<file path="src/rtl/div_8by4.sv">
// rtl/div_8by4.sv - sequential restoring divider, DW-bit dividend by VW-bit divisor
module div_8by4 #(
    parameter int DW = 8,
    parameter int VW = 4
) (
    input  logic          clk,
    input  logic          rst,
    input  logic          init,
    input  logic [DW-1:0] A,
    input  logic [VW-1:0] B,
    output logic [DW-1:0] q,
    output logic [VW-1:0] r,
    output logic          done,
    output logic          dz,
    output logic          busy
);
    localparam int CW = $clog2(DW);

    localparam logic [1:0] S_IDLE = 2'd0;
    localparam logic [1:0] S_CALC = 2'd1;
    localparam logic [1:0] S_DONE = 2'd2;

    logic [1:0]    state;
    logic [DW-1:0] d_sh;
    logic [VW:0]   p_rem;
    logic [DW-1:0] q_sh;
    logic [VW-1:0] b_cp;
    logic [CW-1:0] cnt;

    logic [VW:0]   trial;
    logic [VW:0]   diff;
    logic          fits;

    // Shifted partial remainder is at most 2B-1, so one extra bit suffices.
    always_comb begin
        trial = {p_rem[VW-1:0], d_sh[DW-1]};
        diff  = trial - {1'b0, b_cp};
        fits  = (trial >= {1'b0, b_cp});
    end

    always_ff @(posedge clk) begin
        if (rst) begin
            state <= S_IDLE;
            d_sh  <= '0;
            p_rem <= '0;
            q_sh  <= '0;
            b_cp  <= '0;
            cnt   <= '0;
            q     <= '0;
            r     <= '0;
            done  <= 1'b0;
            dz    <= 1'b0;
        end else begin
            done <= 1'b0;
            case (state)
                S_IDLE: begin
                    if (init) begin
                        d_sh  <= A;
                        b_cp  <= B;
                        p_rem <= '0;
                        q_sh  <= '0;
                        cnt   <= '0;
                        state <= S_CALC;
                    end
                end
                S_CALC: begin
                    if (fits) begin
                        p_rem <= diff;
                        q_sh  <= {q_sh[DW-2:0], 1'b1};
                    end else begin
                        p_rem <= trial;
                        q_sh  <= {q_sh[DW-2:0], 1'b0};
                    end
                    d_sh <= {d_sh[DW-2:0], 1'b0};
                    cnt  <= cnt + 1'b1;
                    if (cnt == CW'(DW - 1)) begin
                        state <= S_DONE;
                    end
                end
                S_DONE: begin
                    // Results are published here only, so q/r/dz stay stable between dones.
                    done  <= 1'b1;
                    q     <= q_sh;
                    r     <= p_rem[VW-1:0];
                    dz    <= (b_cp == '0);
                    state <= S_IDLE;
                end
                default: state <= S_IDLE;
            endcase
        end
    end

    assign busy = (state != S_IDLE);
endmodule
</file>
<file path="config.mk">
export PLATFORM = sky130hd
export DESIGN_NAME = div_8by4
export DESIGN_NICKNAME = d
export VERILOG_FILES = /design/src/rtl/div_8by4.sv
export SDC_FILE = /design/constraint.sdc
export NUM_CORES = 1
export LEC_CHECK = 0
export BUFFER_PORTS_ARGS = -buffer_cell sky130_fd_sc_hd__buf_2
export CAP_MARGIN = 20
export CELL_PAD_IN_SITES_DETAIL_PLACEMENT = 1
export CELL_PAD_IN_SITES_GLOBAL_PLACEMENT = 1
export CORE_ASPECT_RATIO = 1.2
export CORE_MARGIN = 1
export CORE_UTILIZATION = 45
export DETAILED_ROUTE_END_ITERATION = 6
export HOLD_SLACK_MARGIN = 0.15
export PLACE_DENSITY_LB_ADDON = 0.1
export SYNTH_ARGS = -nofsm -noshare
export SYNTH_HDL_FRONTEND = slang
export SYNTH_SLANG_ARGS = --single-unit
</file>
<file path="constraint.sdc">
create_clock -name clk -period 5.31 [get_ports clk]
set_input_delay 1.062 -clock clk [delete_from_list [all_inputs] [get_ports clk]]
set_output_delay 1.062 -clock clk [all_outputs]
set_load 0.01 [all_outputs]
</file>
-- Yosys cells after proc, flatten, opt, wreduce, memory -nomap -nowiden
Index checks and enable logic that the tools add are counted.
- register bits: 43
- input bits: 15
- output and inout bits: 15
- logic and storage cells: 39
- $add $sub $neg: 2
- order comparisons: 1
- equality and inequality tests: 5
- mux-type cells: 14
- reductions and logical operators: 7
- operators with widths (kind ; number):
    8-bit case mux with 2 select lines ; 2
    8-bit two-way mux ; 2
    4-bit two-way mux ; 2
    4-bit case mux with 2 select lines ; 1
    3-bit case mux with 2 select lines ; 1
    2-bit AND reduction ; 3
    5-bit by 4-bit greater-or-equal comparator with 1-bit output ; 1
    4-bit zero test ; 1
    2-bit two-way mux ; 2
    2-bit != test, second input constant ; 2
    2-bit case mux with 2 select lines ; 1
    2-bit nonzero test ; 2
    4-bit subtractor ; 1
    3-bit by 1-bit adder with 3-bit output, second input constant ; 1
    3-bit == test, second input constant ; 1
    3-bit two-way mux ; 1
    2-bit by 1-bit == test with 1-bit output, second input constant ; 1
    2-bit == test, second input constant ; 1
    2-bit zero test ; 1
    1-bit two-way mux ; 2

-- Logic depth before layout (Yosys ltp)
Gate-level depths: netlist (run 1).
- word-level depth: 3
- depth in mapped cells: 7
- depth with buffers taken out: 7

-- Least setup slack after synthesis (run 1)
Ideal clock, no wire load.
- path type: input to register
- start: in init
- end: reg p_rem[2]
- library setup time: 0.122 ns
- arrival time: 1.836 ns
- required time: 5.188 ns
- setup slack: 3.351 ns
- cell stages on the path: 5
- path buffers: 1
- path through: nor3b_2 > buf_6 > nor3_4 > and2_1 > a311o_1
- cells in the longest elaborated chain, start to end: 2
- RTL lines (item ; RTL line ; source):
    start: declaration ; 8 ; input logic init,
    2-bit != test (no source line) ; n/a ;
    2-bit AND reduction (no source line) ; n/a ;
    end signal: assignment ; 68 ; p_rem <= diff;
    end signal: assignment ; 71 ; p_rem <= trial;
    end: declaration ; 25 ; logic [VW:0] p_rem;
Every way passes these cells.
A chain may end at the register's enable or synchronous reset.

-- Worst setup path in the final report (run 1)
- start: reg state[0]
- end: out busy
- cells in the longest elaborated chain, start to end: 1
- RTL lines (item ; RTL line ; source):
    start: declaration ; 23 ; logic [1:0] state;
    start signal: assignment ; 43 ; state <= S_IDLE;
    start signal: assignment ; 63 ; state <= S_CALC;
    start signal: assignment ; 77 ; state <= S_DONE;
    2-bit nonzero test ; 93 ; assign busy = (state != S_IDLE);
    end: declaration ; 15 ; output logic busy
Every way passes these cells.

==> results of run 1 <==
how the worst max path moves through the flow:
| stage | from | end | cells past startpoint |
|---|---|---|---|
| 2_1_floorplan | init | p_rem[2] | 5 |
| 3_3_place_gp | rst | p_rem[2] | 4 |
| 6_report | state[0] | busy | 2 |
| 5_1_grt | state[1] | busy | 2 |
| 4_1_cts | state[1] | busy | 2 |
| 3_5_place_dp | rst | p_rem[2] | 4 |
logic make-up (layout without fill, tap and decap cells):
| group | Yosys count | after routing | synth area share (%) |
|---|---|---|---|
| AOI/OAI and AO/OA | 49 | 49 | 18.2 |
| xor gates and xnor gates | 1 | 1 | 0.482 |
| adders and majority gates | 7 | 7 | 5.23 |
| buffers and inverters | 17 | 44 | 5.43 |
| DFF | 43 | 43 | 47.3 |
| muxes | 7 | 7 | 3.85 |
| and+or+nand+nor | 74 | 74 | 19.5 |
routing by layer:
metal	up-vias	part of all wire (%)	GRT usage, %
met5	-	0	0
met3	8	3.9	5.96
met4	0	1.7	7.75
li1	736	-	-
met1	714	41	23.5
met2	29	54	37.8
flip-flops by register name (all words and copies together) (netlist names):
signal  flops
d_sh        8
q           8
done        1
cnt         3
b_cp        4
state       2
q_sh        8
r           4
p_rem       4
dz          1
tightest hold or removal path, delay by kind of cell (launching register included):
kind / cells / cell delay [ns]
and+or+nand+nor: 1 / 0.05
AOI/OAI and AO/OA: 1 / 0.05
DFF: 1 / 0.31
power groups by stage:
| stage | Combinational, W | Sequential, W | Clock, W |
|---|---|---|---|
| after detailed placement | 0.0000968 | 0.000355 | 0 |
| after CTS | 0.0000987 | 0.000347 | 0.000261 |
| after global placement | 0.0000915 | 0.000354 | 0 |
| final | 0.0000974 | 0.000347 | 0.000255 |
| after global routing | 0.000109 | 0.000349 | 0.000278 |
| after floorplan | 0.0000790 | 0.000351 | 0 |
final cells by class:
type / count / area (sq um) / area share, %
Clock inverter: 3 / 43.8 / 2.11
Inverter: 6 / 22.5 / 1.09
Multi-Input combinational cell: 138 / 860 / 41.5
Tap cell: 52 / 65.1 / 3.14
Timing Repair Buffer: 30 / 153 / 7.36
Clock buffer: 5 / 68.8 / 3.32
Sequential cell: 43 / 861 / 41.5
per-stage QoR:
step / hold WS [ns] / utilization [%] / setup slack (ns) / std cells / power (W)
floorplan: 0.432 / - / 3.35 / 198 / 0.000430
global placement: 0.440 / 52.2 / 2.98 / 269 / 0.000445
detailed placement: 0.445 / 52.2 / 2.90 / 269 / 0.000452
CTS: 0.457 / 55.2 / 3.13 / 277 / 0.000707
global route: 0.479 / 55.2 / 3.09 / 277 / 0.000736
finish: 0.454 / 55.2 / 3.14 / 277 / 0.000700
cell usage after synthesis (3+ instances only):
master and n:
ha_1 6, inv_1 6, a22o_1 9, a211oi_1 8, o21ai_1 3, a21oi_1 21
nor2_1 24, mux2i_1 7, buf_6 3, buf_2 4, nand2_1 31, and3_1 3
dfxtp_1 43
==> flow_metrics.py, run 1 <==
metrics = {
    "clock_network": {
        "cts_buffer_depth": 2,
        "cts_made_buffers": 5,
        "clkTransAtPathRegs_ns": 0.08,
        "cts_tree": "done",
        "cts.repair.resized": 0,
        "hold_buffers": 0,
        "clockRootBuffer": "clkbuf_8",
        "clock_sinks": 43,
        "postCtsSetupRepairBufs": 0,
        "clk_latency_ns": 0.30,
        "htree_levels": 2,
    },
    "power_and_ir_drop": {
        "p_leak_nw": 0.883,
        "ir_drop_v": 0.000180,
        "pwr-share-clk_pct": 36.5,
        "combPwrFrac_pct": 13.9,
        "p_per_area_nw_per_um2": 338,
        "switching_share_pct": 26.1,
        "p_int_w": 0.000517,
        "seq_power_share_pct": 49.6,
        "p_sw_w": 0.000183,
    },
    "setup_path": {
        "crit_slowest_cell": "dfxtp_1",
        "critPathCaptureType": "primary output",
        "cp_max_fo": 6,
        "arrival_ns": 1.10,
        "crit_chain": "or2_2 -> buf_2",
        "worstPathRequired_ns": 4.25,
        "crit_type": "flip-flop to primary output",
        "cp_num_buf_inv": 1,
        "r2r_slack_ns": 3.34,
        "ff2ff_path_depth": 7,
        "crit_path_max_incr_delay_ns": 0.36,
        "start_kind": "flip-flop",
        "crit_family": "flip-flops",
        "r2r_end": "p_rem[2]",
        "worstReg2RegStart": "d_sh[7]",
    },
    "global_route": {
        "grt_pass1_vias": 1490,
        "grt_pass1_wl_microns": 6830,
        "antenna_found_initial": 0,
        "grt_max_degree": 31,
        "grt_use_total_pct": 21.3,
        "grt-ovfl-total": 0,
    },
    "synth": {
        "synth_seq_area_share_pct": 47.3,
        "synthesis.nets": 220,
        "synthTopCellsByArea": "dfxtp_1 (47%), nand2_1 (6.4%), a21oi_1 (5.8%)",
        "synthCells": 198,
        "synth_area_leader_cell": "dfxtp_1",
        "synth_top_flop_cell": "dfxtp_1",
        "syn_area_sq_um": 1820,
        "syn_avg_cell_area_sq_um": 9.19,
        "synth_edf_count": 0,
        "yosysUniqueCellTypes": 36,
        "ys_warn_count": 0,
        "synth-seq-cells": 43,
        "netlist.area_leader.share_pct": 47.3,
        "ys_async_sr_fraction_pct": 0,
    },
    "placement": {
        "dp_hpwl_microns": 2870,
        "placed_area_sq_um": 1960,
        "gp_congestion": 0.779,
        "portBuffers": 29,
    },
    "drt": {
        "route.detailed.drc": 0,
        "wire_per_inst_microns": 14.2,
        "wl_microns": 3930,
        "vias": 1487,
        "drt_iter0_markers": 30,
        "vias_per_cell": 5.37,
        "dr.pass1.iters": 4,
        "final_antenna_net_count": 0,
    },
    "final_layout": {
        "fillers": 446,
        "finalInstanceArea_sq_um": 2070,
        "final_nets": 246,
        "mostFrequentLayoutCell": "dfxtp_1",
        "final_cell_mix": "dfxtp_1 (43), nand2_1 (31), buf_2 (29), nor2_1 (24), a21oi_1 (21)",
        "drive_above_1_share_pct": 20.4,
        "n_antenna_cell": 0,
        "syn_to_final_growth_pct": 14.0,
    },
    "sta": {
        "finalHoldViolCount": 0,
        "max_freq_mhz": 462,
        "slew_viol_final": 0,
        "finalCriticalPeriod_ns": 2.17,
        "worstMarginPinSlew_ns": 0.788,
        "fin_crit_sh_pct": 40.8,
        "finalClockSkew_ns": 0.00634,
        "fin_setup_tns_ns": 0,
        "relSlewSlack_pct": 47.4,
        "grt_setup_unrepaired": "false",
        "setup_viol_count_final": 0,
    },
    "floorplan": {
        "start_util_pct": 48.5,
        "die-area_sq_um": 4300,
        "num_io_pins": 30,
        "die_w_microns": 60.0,
        "coreArea_sq_um": 3750,
        "fp.dieH_microns": 71.7,
        "rows": 24,
    },
    "worst_hold_path": {
        "holdPathEnd": "r[2]",
        "worstHoldStart": "r[2]",
        "hp-class": "flip-flop to flip-flop",
        "whs_path_depth": 2,
    },
    "status": {
        "status": "complete, no violations",
    },
    "flow_run": {
        "max_cap_violations": 0,
    },
}
(Power assumes the default switching activity.)
==> inputs of run 2 (changes only) <==
Settings changed: ABC_AREA from default to 1, CORE_UTILIZATION 45 to 40.
Clock period 5.31 ns to 2.2 ns, I/O delays scaled along.
==> run 2 against run 1 <==
Compared with the run above:
- final area up 0.78%
- largest cell class unchanged
- hold slack worse by 0.071 ns
- global-route usage down 1.7 points
- critical path depth up 6
- count of clock-buffer cells in the layout unchanged
- first-iteration DRC count rose to 2.6 times the previous value
- highest routed layer unchanged
- largest power group unchanged
- sequential power up 140%
- synthesized area down 0.34%
- clock skew down 0.0021 ns
==> flow_metrics.py, run 2 <==
metrics = {
    "global_route": {
        "grt_max_degree": 28,
        "grt_use_total_pct": 19.5,
        "grt_pass1_wl_microns": 6990,
        "grt_pass1_vias": 1514,
        "antenna_found_initial": 0,
        "grt-ovfl-total": 0,
    },
    "power_and_ir_drop": {
        "ir_drop_v": 0.000402,
        "p_leak_nw": 0.993,
        "p_per_area_nw_per_um2": 842,
    },
    "clock_network": {
        "cts_buffer_depth": 2,
        "cts.repair.resized": 0,
        "clock_sinks": 43,
        "clk_latency_ns": 0.30,
        "htree_levels": 2,
        "cts_made_buffers": 5,
        "clockRootBuffer": "clkbuf_8",
        "hold_buffers": 0,
        "clkTransAtPathRegs_ns": 0.08,
        "postCtsSetupRepairBufs": 0,
        "cts_tree": "done",
    },
    "setup_path": {
        "critPathMostFrequentCell": "nand2_1",
        "crit_family": "simple AND/OR/NAND/NOR gates",
        "cp_num_buf_inv": 0,
        "start_kind": "flip-flop",
        "crit_type": "flip-flop to flip-flop",
        "critPathCaptureType": "flip-flop",
        "crit_path_max_incr_delay_ns": 0.37,
        "cp_max_fo": 5,
        "crit_slowest_cell": "ha_1",
        "worstPathRequired_ns": 2.45,
        "arrival_ns": 1.85,
        "crit_chain": "ha_1 -> a21oi_1 -> nand2_1 -> nand2_1 -> nand2_1 -> nand2_1 -> nand3_1 -> nand2_1",
    },
    "sta": {
        "finalCriticalPeriod_ns": 1.60,
        "setup_ws_ns": 0.601,
        "finalClockSkew_ns": 0.00422,
        "grt_setup_unrepaired": "false",
        "setup_viol_count_final": 0,
        "max_freq_mhz": 625,
        "worstMarginPinSlew_ns": 0.534,
        "relSlewSlack_pct": 64.2,
        "fin_setup_tns_ns": 0,
        "finalHoldViolCount": 0,
        "fin_crit_sh_pct": 72.7,
        "slew_viol_final": 0,
    },
    "status": {
        "status": "complete, no violations",
    },
    "final_layout": {
        "multi_input_area_sq_um": 761,
        "drive_above_1_share_pct": 19.1,
        "mostFrequentLayoutCell": "dfxtp_1",
        "seqCellArea_sq_um": 861,
        "final_cell_mix": "dfxtp_1 (43), nand2_1 (39), o21ai_0 (31), inv_1 (29), buf_2 (29)",
        "fillers": 547,
        "syn_to_final_growth_pct": 15.3,
        "n_antenna_cell": 0,
        "reg_top3": "d_sh x8, q x8, q_sh x8",
        "final_nets": 278,
    },
    "synth": {
        "synthTopCellsByCount": "dfxtp_1 (43), nand2_1 (39), o21ai_0 (31)",
        "synthTopCellsByArea": "dfxtp_1 (47%), o21ai_0 (8.6%), nand2_1 (8.1%)",
        "syn_avg_cell_area_sq_um": 8.02,
        "netlist.area_leader.share_pct": 47.5,
        "yosysUniqueCellTypes": 27,
        "synth_area_leader_cell": "dfxtp_1",
        "synth_edf_count": 0,
        "synthesis.nets": 248,
        "ys_async_sr_fraction_pct": 0,
        "ys_warn_count": 0,
        "yosysMostFrequentCell": "dfxtp_1",
        "synth_top_flop_cell": "dfxtp_1",
        "synth-seq-cells": 43,
        "synthCells": 226,
        "syn_area_sq_um": 1810,
        "synth_seq_area_share_pct": 47.5,
    },
    "floorplan": {
        "die-area_sq_um": 4810,
        "die_w_microns": 63.5,
        "fp.dieH_microns": 75.8,
        "coreArea_sq_um": 4290,
        "start_util_pct": 42.2,
        "rows": 26,
        "num_io_pins": 30,
    },
    "flow_run": {
        "max_cap_violations": 0,
    },
    "drt": {
        "wl_microns": 4230,
        "route.detailed.drc": 0,
        "drt_iter0_markers": 78,
        "dr.pass1.iters": 4,
        "vias": 1567,
        "vias_per_cell": 5.01,
        "wire_per_inst_microns": 13.5,
        "final_antenna_net_count": 0,
    },
    "placement": {
        "portBuffers": 29,
        "pre_cts_slack_ns": 0.609,
        "dp_hpwl_microns": 3030,
        "gp_congestion": 0.796,
    },
    "worst_hold_path": {
        "hp-class": "primary input to flip-flop",
    },
}
## run 2: power by group
group	total, W	switching [W]	internal (W)
sequential	0.000839	0.0000226	0.000817
clock	0.000626	0.000288	0.000338
combinational	0.000294	0.000194	0.0000996
total	0.00176	0.000505	0.00125
## run 2: through the flow
stage	cell area, sq um	utilization [%]	hold slack [ns]	instances	total power, W
4_1_cts	2090	48.7	0.380	313	0.00178
2_1_floorplan	1810	-	0.422	226	0.00108
3_5_place_dp	1980	46.0	0.446	305	0.00115
6_report	2090	48.7	0.383	313	0.00176
3_3_place_gp	1980	46.0	0.434	305	0.00115
5_1_grt	2090	48.7	0.410	313	0.00185
## run 2: worst paths after layout
path | from | end | slack (ns) | cells past startpoint
max reg2reg | p_rem[1] | p_rem[2] | 0.60 | 8
min reg2reg | d_sh[5] | d_sh[5] | 0.45 | 2
min | A[0] | d_sh[0] | 0.38 | 3
max | p_rem[1] | p_rem[2] | 0.60 | 8
## run 2: worst min-delay path, stage by stage
cell	delay (ns)
buf_2	0.07
nand3_1	0.07
o21ai_0	0.07
## run 2: cell families (layout without fill, tap and decap cells)
| family | count (synthesis) | in the layout | share of synthesized area [%] |
|---|---|---|---|
| xor gates and xnor gates | 1 | 1 | 0.483 |
| buffers and inverters | 41 | 72 | 10.6 |
| AOI/OAI and AO/OA | 63 | 63 | 18.2 |
| and+or+nand+nor | 71 | 71 | 18.1 |
| DFF | 43 | 43 | 47.5 |
| adders and majority gates | 7 | 7 | 5.24 |
## run 2: area by class of cell
cell class	instances	area share (%)
inverters	34	6.35
clock buffers	5	3.29
well taps	56	3.35
flip-flops and latches	43	41.2
multi-input cells	142	36.4
repair buffers	30	7.31
clock inverters	3	2.10
## run 2: layer usage
| layer | vias to the layer above | wire [microns] | share of wire [%] | global-route usage, % |
|---|---|---|---|---|
| li1 | 790 | - | - | - |
| met1 | 750 | 1940 | 46 | 21.7 |
| met2 | 23 | 2090 | 49 | 35.7 |
| met3 | 4 | 126 | 3.0 | 5.09 |
| met4 | 0 | 70 | 1.7 | 8.33 |
| met5 | - | 0 | 0 | 0 |
